==> src/rtl/bitty_pkg.sv <==
// Shared types and constants for the bitty control unit: states, instruction
// formats, field positions and decoded-instruction payload.
package bitty_pkg;

  localparam int unsigned DATA_W  = 16;
  localparam int unsigned REG_AW  = 3;
  localparam int unsigned INSTR_W = 16;
  localparam int unsigned IMM_W   = 8;
  localparam int unsigned ALU_W   = 4;
  localparam int unsigned FIELD_RW = 3;

  localparam int unsigned RX_LSB  = 13;
  localparam int unsigned RY_LSB  = 10;
  localparam int unsigned IMM_LSB = 5;
  localparam int unsigned OP_LSB  = 2;
  localparam int unsigned FMT_LSB = 0;

  localparam logic [1:0] FMT_RR = 2'b00;
  localparam logic [1:0] FMT_RI = 2'b01;

  typedef enum logic [2:0] {
    IDLE,
    FETCH_S,
    COMPUTE,
    WRITEBACK,
    DONE
  } state_t;

  typedef struct packed {
    logic [FIELD_RW-1:0] rx;
    logic [FIELD_RW-1:0] ry;
    logic [IMM_W-1:0]    imm8;
    logic [ALU_W-1:0]    alu_op;
    logic [1:0]          fmt;
    logic                legal;
  } decode_t;

endpackage

==> src/rtl/bitty_control_unit_if.sv <==
// Instruction handshake plus datapath control bundle; master is the control
// unit, slave is the instruction source / datapath side.
interface bitty_control_unit_if #(
  parameter int unsigned DATA_W = bitty_pkg::DATA_W,
  parameter int unsigned REG_AW = bitty_pkg::REG_AW
);
  logic                           instr_valid;
  logic                           instr_ready;
  logic [bitty_pkg::INSTR_W-1:0]  instruction;
  logic [REG_AW-1:0]              rf_rd_addr;
  logic                           en_s;
  logic                           en_c;
  logic                           mux_sel;
  logic [DATA_W-1:0]              imm_out;
  logic [bitty_pkg::ALU_W-1:0]    alu_sel;
  logic                           rf_we;
  logic [REG_AW-1:0]              rf_wr_addr;
  logic                           busy;
  logic                           done;
  logic                           illegal;

  modport master (
    input  instr_valid, instruction,
    output instr_ready, rf_rd_addr, en_s, en_c, mux_sel, imm_out, alu_sel,
           rf_we, rf_wr_addr, busy, done, illegal
  );

  modport slave (
    output instr_valid, instruction,
    input  instr_ready, rf_rd_addr, en_s, en_c, mux_sel, imm_out, alu_sel,
           rf_we, rf_wr_addr, busy, done, illegal
  );
endinterface

==> src/rtl/bitty_instr_decode.sv <==
// Combinational field extraction from a 16-bit bitty instruction word.
module bitty_instr_decode
  import bitty_pkg::*;
(
  input  logic [INSTR_W-1:0] word,
  output decode_t            dec
);

  always_comb begin
    dec        = '0;
    dec.rx     = word[RX_LSB +: FIELD_RW];
    dec.ry     = word[RY_LSB +: FIELD_RW];
    dec.imm8   = word[IMM_LSB +: IMM_W];
    dec.fmt    = word[FMT_LSB +: 2];
    dec.legal  = (dec.fmt == FMT_RR) || (dec.fmt == FMT_RI);
    // Reg-imm reuses bit 5 as the imm8 LSB, so its opcode is only 3 bits wide.
    if (dec.fmt == FMT_RI)
      dec.alu_op = {1'b0, word[OP_LSB +: ALU_W-1]};
    else
      dec.alu_op = word[OP_LSB +: ALU_W];
  end

endmodule

==> src/rtl/bitty_control_unit.sv <==
// Multi-cycle sequencer: latches one instruction per handshake and steps the
// datapath through S-load, ALU compute and writeback with registered controls.
module bitty_control_unit
  import bitty_pkg::*;
#(
  parameter int unsigned DATA_W = bitty_pkg::DATA_W,
  parameter int unsigned REG_AW = bitty_pkg::REG_AW
) (
  input  logic                 clk,
  input  logic                 rst_n,
  bitty_control_unit_if.master bus
);

  state_t             state;
  logic [INSTR_W-1:0] ir;
  logic [INSTR_W-1:0] dec_word;
  decode_t            dec;

  // In IDLE the incoming word is decoded so FETCH_S controls are ready at entry.
  assign dec_word = (state == IDLE) ? bus.instruction : ir;

  bitty_instr_decode u_decode (
    .word (dec_word),
    .dec  (dec)
  );

  // Sequencer with registered controls; pulse-type outputs default low each cycle.
  always_ff @(posedge clk or negedge rst_n) begin
    if (!rst_n) begin
      state           <= IDLE;
      ir              <= '0;
      bus.instr_ready <= 1'b1;
      bus.busy        <= 1'b0;
      bus.en_s        <= 1'b0;
      bus.en_c        <= 1'b0;
      bus.rf_we       <= 1'b0;
      bus.done        <= 1'b0;
      bus.illegal     <= 1'b0;
      bus.mux_sel     <= 1'b0;
      bus.alu_sel     <= '0;
      bus.rf_rd_addr  <= '0;
      bus.rf_wr_addr  <= '0;
      bus.imm_out     <= '0;
    end else begin
      bus.en_s       <= 1'b0;
      bus.en_c       <= 1'b0;
      bus.rf_we      <= 1'b0;
      bus.done       <= 1'b0;
      bus.illegal    <= 1'b0;
      bus.mux_sel    <= 1'b0;
      bus.alu_sel    <= '0;
      bus.rf_rd_addr <= '0;
      bus.rf_wr_addr <= '0;

      case (state)
        IDLE: begin
          if (bus.instr_valid && bus.instr_ready) begin
            ir              <= bus.instruction;
            bus.instr_ready <= 1'b0;
            bus.busy        <= 1'b1;
            if (dec.legal) begin
              state          <= FETCH_S;
              bus.en_s       <= 1'b1;
              bus.rf_rd_addr <= REG_AW'(dec.rx);
              bus.imm_out    <= (dec.fmt == FMT_RI) ? DATA_W'(dec.imm8) : '0;
            end else begin
              state       <= DONE;
              bus.done    <= 1'b1;
              bus.illegal <= 1'b1;
            end
          end
        end
        FETCH_S: begin
          state          <= COMPUTE;
          bus.en_c       <= 1'b1;
          bus.rf_rd_addr <= REG_AW'(dec.ry);
          bus.mux_sel    <= dec.fmt[0];
          bus.alu_sel    <= dec.alu_op;
        end
        COMPUTE: begin
          state          <= WRITEBACK;
          bus.rf_we      <= 1'b1;
          bus.rf_wr_addr <= REG_AW'(dec.rx);
        end
        WRITEBACK: begin
          state       <= DONE;
          bus.done    <= 1'b1;
          bus.imm_out <= '0;
        end
        DONE: begin
          state           <= IDLE;
          bus.instr_ready <= 1'b1;
          bus.busy        <= 1'b0;
        end
        default: begin
          state           <= IDLE;
          bus.instr_ready <= 1'b1;
          bus.busy        <= 1'b0;
          bus.imm_out     <= '0;
        end
      endcase
    end
  end

endmodule

==> src/flat_wrapper.sv <==
// flat-port wrapper written by rule: the top's interface ports become plain ports
module bitty_control_unit_flat import bitty_pkg::*;
#(
  parameter int unsigned DATA_W = bitty_pkg::DATA_W,
  parameter int unsigned REG_AW = bitty_pkg::REG_AW
)
  (clk, rst_n, bus_instr_valid, bus_instruction, bus_instr_ready, bus_rf_rd_addr, bus_en_s, bus_en_c, bus_mux_sel, bus_imm_out, bus_alu_sel, bus_rf_we, bus_rf_wr_addr, bus_busy, bus_done, bus_illegal);
  bitty_control_unit_if #(.DATA_W(DATA_W), .REG_AW(REG_AW)) bus_i ();
  input  logic clk;
  input  logic rst_n;
  input wire logic [$bits(bus_i.instr_valid)-1:0] bus_instr_valid;
  input wire logic [$bits(bus_i.instruction)-1:0] bus_instruction;
  output wire logic [$bits(bus_i.instr_ready)-1:0] bus_instr_ready;
  output wire logic [$bits(bus_i.rf_rd_addr)-1:0] bus_rf_rd_addr;
  output wire logic [$bits(bus_i.en_s)-1:0] bus_en_s;
  output wire logic [$bits(bus_i.en_c)-1:0] bus_en_c;
  output wire logic [$bits(bus_i.mux_sel)-1:0] bus_mux_sel;
  output wire logic [$bits(bus_i.imm_out)-1:0] bus_imm_out;
  output wire logic [$bits(bus_i.alu_sel)-1:0] bus_alu_sel;
  output wire logic [$bits(bus_i.rf_we)-1:0] bus_rf_we;
  output wire logic [$bits(bus_i.rf_wr_addr)-1:0] bus_rf_wr_addr;
  output wire logic [$bits(bus_i.busy)-1:0] bus_busy;
  output wire logic [$bits(bus_i.done)-1:0] bus_done;
  output wire logic [$bits(bus_i.illegal)-1:0] bus_illegal;
  assign bus_i.instr_valid = bus_instr_valid;
  assign bus_i.instruction = bus_instruction;
  assign bus_instr_ready = bus_i.instr_ready;
  assign bus_rf_rd_addr = bus_i.rf_rd_addr;
  assign bus_en_s = bus_i.en_s;
  assign bus_en_c = bus_i.en_c;
  assign bus_mux_sel = bus_i.mux_sel;
  assign bus_imm_out = bus_i.imm_out;
  assign bus_alu_sel = bus_i.alu_sel;
  assign bus_rf_we = bus_i.rf_we;
  assign bus_rf_wr_addr = bus_i.rf_wr_addr;
  assign bus_busy = bus_i.busy;
  assign bus_done = bus_i.done;
  assign bus_illegal = bus_i.illegal;
  bitty_control_unit #(.DATA_W(DATA_W), .REG_AW(REG_AW)) u_core (.clk(clk), .rst_n(rst_n), .bus(bus_i));
endmodule
==> config.mk <==
export PLATFORM = sky130hd
export DESIGN_NAME = bitty_control_unit_flat
export DESIGN_NICKNAME = d
export VERILOG_FILES = /design/src/rtl/bitty_pkg.sv /design/src/rtl/bitty_control_unit_if.sv /design/src/rtl/bitty_instr_decode.sv /design/src/rtl/bitty_control_unit.sv /design/src/flat_wrapper.sv
export SDC_FILE = /design/constraint.sdc
export NUM_CORES = 1
export LEC_CHECK = 0
export CORE_MARGIN = 5
export CORE_UTILIZATION = 51
export CTS_BUF_LIST = sky130_fd_sc_hd__clkbuf_8
export CTS_CLUSTER_DIAMETER = 120
export DETAILED_ROUTE_END_ITERATION = 8
export PLACE_DENSITY = 0.86
export SYNTH_ARGS = -nofsm -noshare
export SYNTH_HDL_FRONTEND = slang
export SYNTH_SLANG_ARGS = --single-unit
export TNS_END_PERCENT = 30
==> constraint.sdc <==
create_clock -name clk -period 2.9 [get_ports clk]
set_input_delay 0.58 -clock clk [delete_from_list [all_inputs] [get_ports clk]]
set_output_delay 0.58 -clock clk [all_outputs]
set_load 0.005 [all_outputs]
# --- Word level (Yosys, flattened, before mapping) ---
# Cells that the tools add are included.
word_totals:
  ff_bits: 53
  in_bits: 19
  output_inout_bits: 34
  elab_cells: 60
classes:
  eq_ne: 7
  muxes: 28
  bitwise_logic: 2
  reduce_logical: 9
op_table:
  columns: ["cell", "n"]
  rows:
  - ["two-way mux 16 bit", 3]
  - ["case mux 16 bit (2 select lines)", 1]
  - ["two-way mux 3 bit", 5]
  - ["case mux 3 bit (4 select lines)", 1]
  - ["two-way mux 1 bit", 11]
  - ["two-way mux 4 bit", 2]
  - ["two-way mux 8 bit", 1]
  - ["equality test 3 x 2 -> 1 bit, second input constant", 2]
  - ["case mux 1 bit (2 select lines)", 3]
  - ["case mux 3 bit (2 select lines)", 1]
  - ["OR reduction 3 bit", 2]
  - ["AND reduction 2 bit", 2]
  - ["equality test 3 x 1 -> 1 bit, second input constant", 1]
  - ["equality test 3 bit, second input constant", 1]
  - ["zero test 3 bit", 1]
  - ["AND reduction 3 bit", 1]
  - ["equality test 2 x 1 -> 1 bit, second input constant", 1]
  - ["zero test 2 bit", 1]
  - ["inequality test 2 x 1 -> 1 bit, second input constant", 1]
  - ["inequality test 2 bit, second input constant", 1]
  - ["NOT 1 bit", 2]
  - ["logical AND 1 bit", 1]
  - ["logical OR 1 bit", 1]

# --- Depth between registers and ports, before layout ---
depth:
  word_depth: 7
  ltp_mapped: 6
  depth_no_buf: 3

# --- Cells and area by module ---
# From an unflattened synthesis, not the netlist that was laid out.
unflattened:
  cells_unflattened: 154
  hier_area_um2: 2135.8
modules_own_cells:
  columns: ["mod", "instances", "cells_each", "area_each_um2", "seq_area_each_um2"]
  rows:
  - ["bitty_control_unit", 1, 133, 1978.1, 1127.3]
  - ["bitty_instr_decode", 1, 21, 157.7, 0.0]

# --- Worst setup path before layout ---
# Ideal clock, no wire load.
synth_path:
  kind: "reg-to-reg"
  start: "reg u_core.state[0]"
  end: "reg u_core.ir[10]"
  setup_ns: 0.125
  arrival_ns: 1.507
  required_time_ns: 2.775
  setup_slack_ns: 1.268
  stages_incl_launch_ff: 7
  path_buffers: 3
  period_less_slack_ns: 1.632
  path_cell_list: "dfrtp_1 > buf_6 > nor3_4 > and3_4 > buf_12 > buf_12 > mux2_4"
synth_between:
  elab_chain_cells: 2
synth_rtl:
  columns: ["element", "line_no", "source"]
  rows:
  - ["from (decl)", "bitty_control_unit.sv:14", "state_t state;"]
  - ["from (signal assigned)", "bitty_control_unit.sv:30", "state <= IDLE;"]
  - ["from (signal assigned)", "bitty_control_unit.sv:62", "state <= FETCH_S;"]
  - ["from (signal assigned)", "bitty_control_unit.sv:67", "state <= DONE;"]
  - ["zero test 3 bit", "bitty_control_unit.sv:55", "case (state)"]
  - ["AND reduction 2 bit (no source line)", null, null]
  - ["to (signal assigned)", "bitty_control_unit.sv:58", "ir <= bus.instruction;"]
  - ["to (decl)", "bitty_control_unit.sv:15", "logic [INSTR_W-1:0] ir;"]
# No other way between the ends.
# A chain may end at the register's enable or synchronous reset.

# --- Worst setup path after layout ---
layout_path:
  start: "reg u_core.bus.instr_ready"
  end: "out bus_instr_ready"
layout_lines:
  columns: ["element", "line_no", "source"]
  rows:
  - ["from (decl)", "bitty_control_unit_if.sv:24", "output instr_ready, rf_rd_addr, en_s, en_c, mux_sel, imm_out, alu_sel,"]
  - ["from (signal assigned)", "bitty_control_unit.sv:32", "bus.instr_ready <= 1'b1;"]
  - ["from (signal assigned)", "bitty_control_unit.sv:59", "bus.instr_ready <= 1'b0;"]
  - ["from (signal assigned)", "bitty_control_unit.sv:92", "bus.instr_ready <= 1'b1;"]
  - ["to (decl)", "flat_wrapper.sv:13", "output wire logic [$bits(bus_i.instr_ready)-1:0] bus_instr_ready;"]
# No word-level cell between the ends.

==> results.md <==
- Clk Latency, worst-skew pair: 0.30 ns
- PD cells: about 950 nW/µm²
- Syn_area_per_cell: roughly 13 µm²
- Final GP Congestion: about 0.74
- Cts hold-fix bufs: 0
- IO Count: 53
- Max rail drop VDD: 426.2 µV
- Yosys top cell by area: dfrtp_1
- CTS Root Cell: clkbuf_8
- Endpoints failing hold: 0
- Clock Tree Buf Depth: 2
- Starting Density: 0.5196
- Overall routing resource usage: 0.1721
- MaxCap Viol Count: 0
- Worst path cell trace: clkdlybuf4s50_1
- Syn-to-layout area delta: 31.16%
- Post-layout util: 0.6815
- Iter 0 DRT Violations: 38
- Status: completed
- # fillers: about 230
- Maximum clock frequency: 515.2 MHz
- CP peak stage delay: between 0.5 and 0.6 ns
- First-pass GRT wire length: 5658 µm
- CP arrival: ~1.4 ns
- Yosys cell types: 29
- Total number of vias: 1095
- FFs w/ async S/R, synth: 1.000
- Worst reg2reg path depth: 3
- Die X: 67.85 µm
- CP delay by family, top: flip-flops
- Post-DP HPWL: approximately 2500 µm
- Top FF cell, synth: dfrtp_1
- Final period utilization: 0.6694
- Req. time, crit path: between 2 and 2.5 ns
- Nets@finish: about 190
- Remaining routing DRC violations: 0
- Synth Instances: ~130
- Seq pwr share: 0.432
- Worst R2R Start: u_core.state[1]
- Number of flops mapped to enable cells by yosys: 0
- WP buf/inv: 1
- Internal: 1.515 mW
- Max FO, Critical Path: 4
- Vias in the first global route: 1185
- R2R Path End: u_core.ir[2]
- Net Sw Frac: 0.2839
- Die ar.: roughly 4600 µm²
- Post-CTS sizing: 0
- Vias per cell: 5.000
- GR Overflow Total: 0
- Pleak: about 0.98 nW
- ANT cells: 0
- Number of buffers added for setup after CTS: 0
- Post-Place Worst Slack: about 0.82 ns
- Flop-to-flop setup slack: 1.01 ns
- Area contributors post-synth: dfrtp_1 59%, mux2_2 5.9%, mux2i_1 4.7%, nand3_1 4.7%, buf_4 4.0%
- CORE AREA: 3284 µm²
- Antenna violations before repair: 0
- Post-synthesis sequential area ratio: 0.6019
- Worst min-delay path category: in -> async
- Clk pwr share: 0.259
- Die Ht: between 60 and 70 µm
- CTS tree: yes
- ANT nets after route: 0
- RSZ-0062 raised after global routing: no
- Setup Crit Path Kind: reg -> out
- Startpoint Class: flop
- TritonRoute pass-1 iters: 4
- Commonest non-fill, non-tap cell in the layout: clkdlybuf4s50_1
- # rows: 21
- Placed cells: approximately 210
- Final Non-Filler Cells: about 220
- WL final: roughly 3500 µm
- Final min period: ~1.9 ns
- FF+latch count, synth: 41
- Clock skew: 0.005946 ns
- Worst path slowest cell: dfstp_2
- Post-Syn Area: approximately 1700 µm²
- Reg clk slew, reported paths: around 0.08 ns
- Final TNS setup: 0 ns
- Slew @ Worst Pin: around 0.85 ns
- Sink Count: 41
- Commonest non-fill, non-tap cells in the layout: 43 x clkdlybuf4s50_1, 40 x dfrtp_1, 16 x nand3_1, 9 x mux2_2
- Synthesis Warnings: 0
- Psw: approximately 0.6 mW
- DR WL/cell: 15.95 µm
- Comb pwr share: 0.309
- Maximum level of the CTS H-tree: 2
- IO buf count: 44
- Share of cells above drive strength 1: 0.1618
- Element type at the critical path end: output pin
- Setup ws final: 0.9589 ns
- Final setup vio count: 0
- Slew HR: 0.4306
- Max-slew violation total from the final report: 0
- Top-area cell type share of the netlist area: 0.5865
- CTS buffer count: 5
- Largest net degree at the start of global routing: 42
-- Yosys cell counts, types with 2 or more instances --
| master | count |
|---|---|
| nand3_1 | 16 |
| buf_4 | 9 |
| and2_1 | 6 |
| mux2i_1 | 8 |
| a22o_1 | 3 |
| nor2_1 | 5 |
| nor3b_2 | 2 |
| dfrtp_1 | 40 |
| mux2_4 | 3 |
| buf_12 | 2 |
| buf_2 | 2 |
| a21oi_1 | 2 |
| nand2_1 | 3 |
| and3_1 | 4 |
| mux2_2 | 9 |
-- worst register-to-register path: cells and delay by family (launching register included) --
kind / cells / cell delay, ns
flip-flops: 1 / 0.52
multiplexers: 1 / 0.37
AND/OR/NAND/NOR: 2 / 0.88
-- stage by stage --
| stage | hold WS [ns] | power (mW) | instance area, µm² |
|---|---|---|---|
| 2_1_floorplan | 0.2844 | 1.321 | 1733 |
| 3_3_place_gp | 0.4584 | 1.543 | 2101 |
| 3_5_place_dp | 0.4672 | 1.583 | 2101 |
| 4_1_cts | 0.4080 | 2.136 | 2238 |
| 5_1_grt | 0.4544 | 2.234 | 2238 |
| 6_report | 0.3881 | 2.116 | 2238 |
-- area by class of cell --
type | count | area, µm² | share of cell area
timing repair buffer | 45 | 442.9 | 0.1979
multi-input combinational | 78 | 569.3 | 0.2543
clock buffer | 5 | 68.82 | 0.03074
sequential | 41 | 1027 | 0.4589
inverter | 1 | 3.754 | 0.001677
tap | 46 | 57.56 | 0.02571
clock inverter | 3 | 68.82 | 0.03074
-- routing by layer --
metal | part of all wire | vias to the layer above | track usage
met5 | 0 | - | 0
met4 | 0.023 | 0 | 0.09926
met3 | 0.057 | 5 | 0.04105
met2 | 0.51 | 41 | 0.2916
met1 | 0.41 | 538 | 0.1985
li1 | - | 511 | -
-- registers in the layout, summed over array words and instances, names as in the netlist, 3 cells and up --
| register | flops |
|---|---|
| u_core.bus.alu_sel | 4 |
| u_core.bus.imm_out | 8 |
| u_core.bus.rf_rd_addr | 3 |
| u_core.bus.rf_wr_addr | 3 |
| u_core.ir | 12 |
| u_core.state | 3 |
-- power by group through the flow --
stage          combinational [mW]  sequential (mW)  clock [mW]
5_1_grt                     0.713            0.940       0.581
3_5_place_dp                0.660            0.924           0
6_report                    0.654            0.914       0.549
3_3_place_gp                0.633            0.910           0
4_1_cts                     0.663            0.915       0.559
2_1_floorplan               0.453            0.868           0
-- worst max path at each step --
| stage | to | slack (ns) | start | cells past startpoint |
|---|---|---|---|---|
| final | bus_instr_ready | 0.96 | u_core.bus.instr_ready | 1 |
| after global routing | bus_instr_ready | 0.91 | u_core.bus.instr_ready | 1 |
| after CTS | bus_instr_ready | 0.94 | u_core.bus.instr_ready | 1 |
| after detailed placement | u_core.bus.done | 0.82 | bus_instr_valid | 4 |
| after global placement | u_core.bus.done | 0.89 | bus_instr_valid | 4 |
| after floorplan | u_core.ir[10] | 1.27 | u_core.state[0] | 6 |
-- kinds of logic after synthesis --
group,after synthesis,synth area share
DFF,41,0.6019
other,1,0.002197
xor gates and xnor gates,1,0.005133
AOI/OAI and AO/OA,8,0.03299
buffers and inverters,16,0.07991
muxes,20,0.1327
and+or+nand+nor,41,0.1452
(Power assumes the default switching activity.)
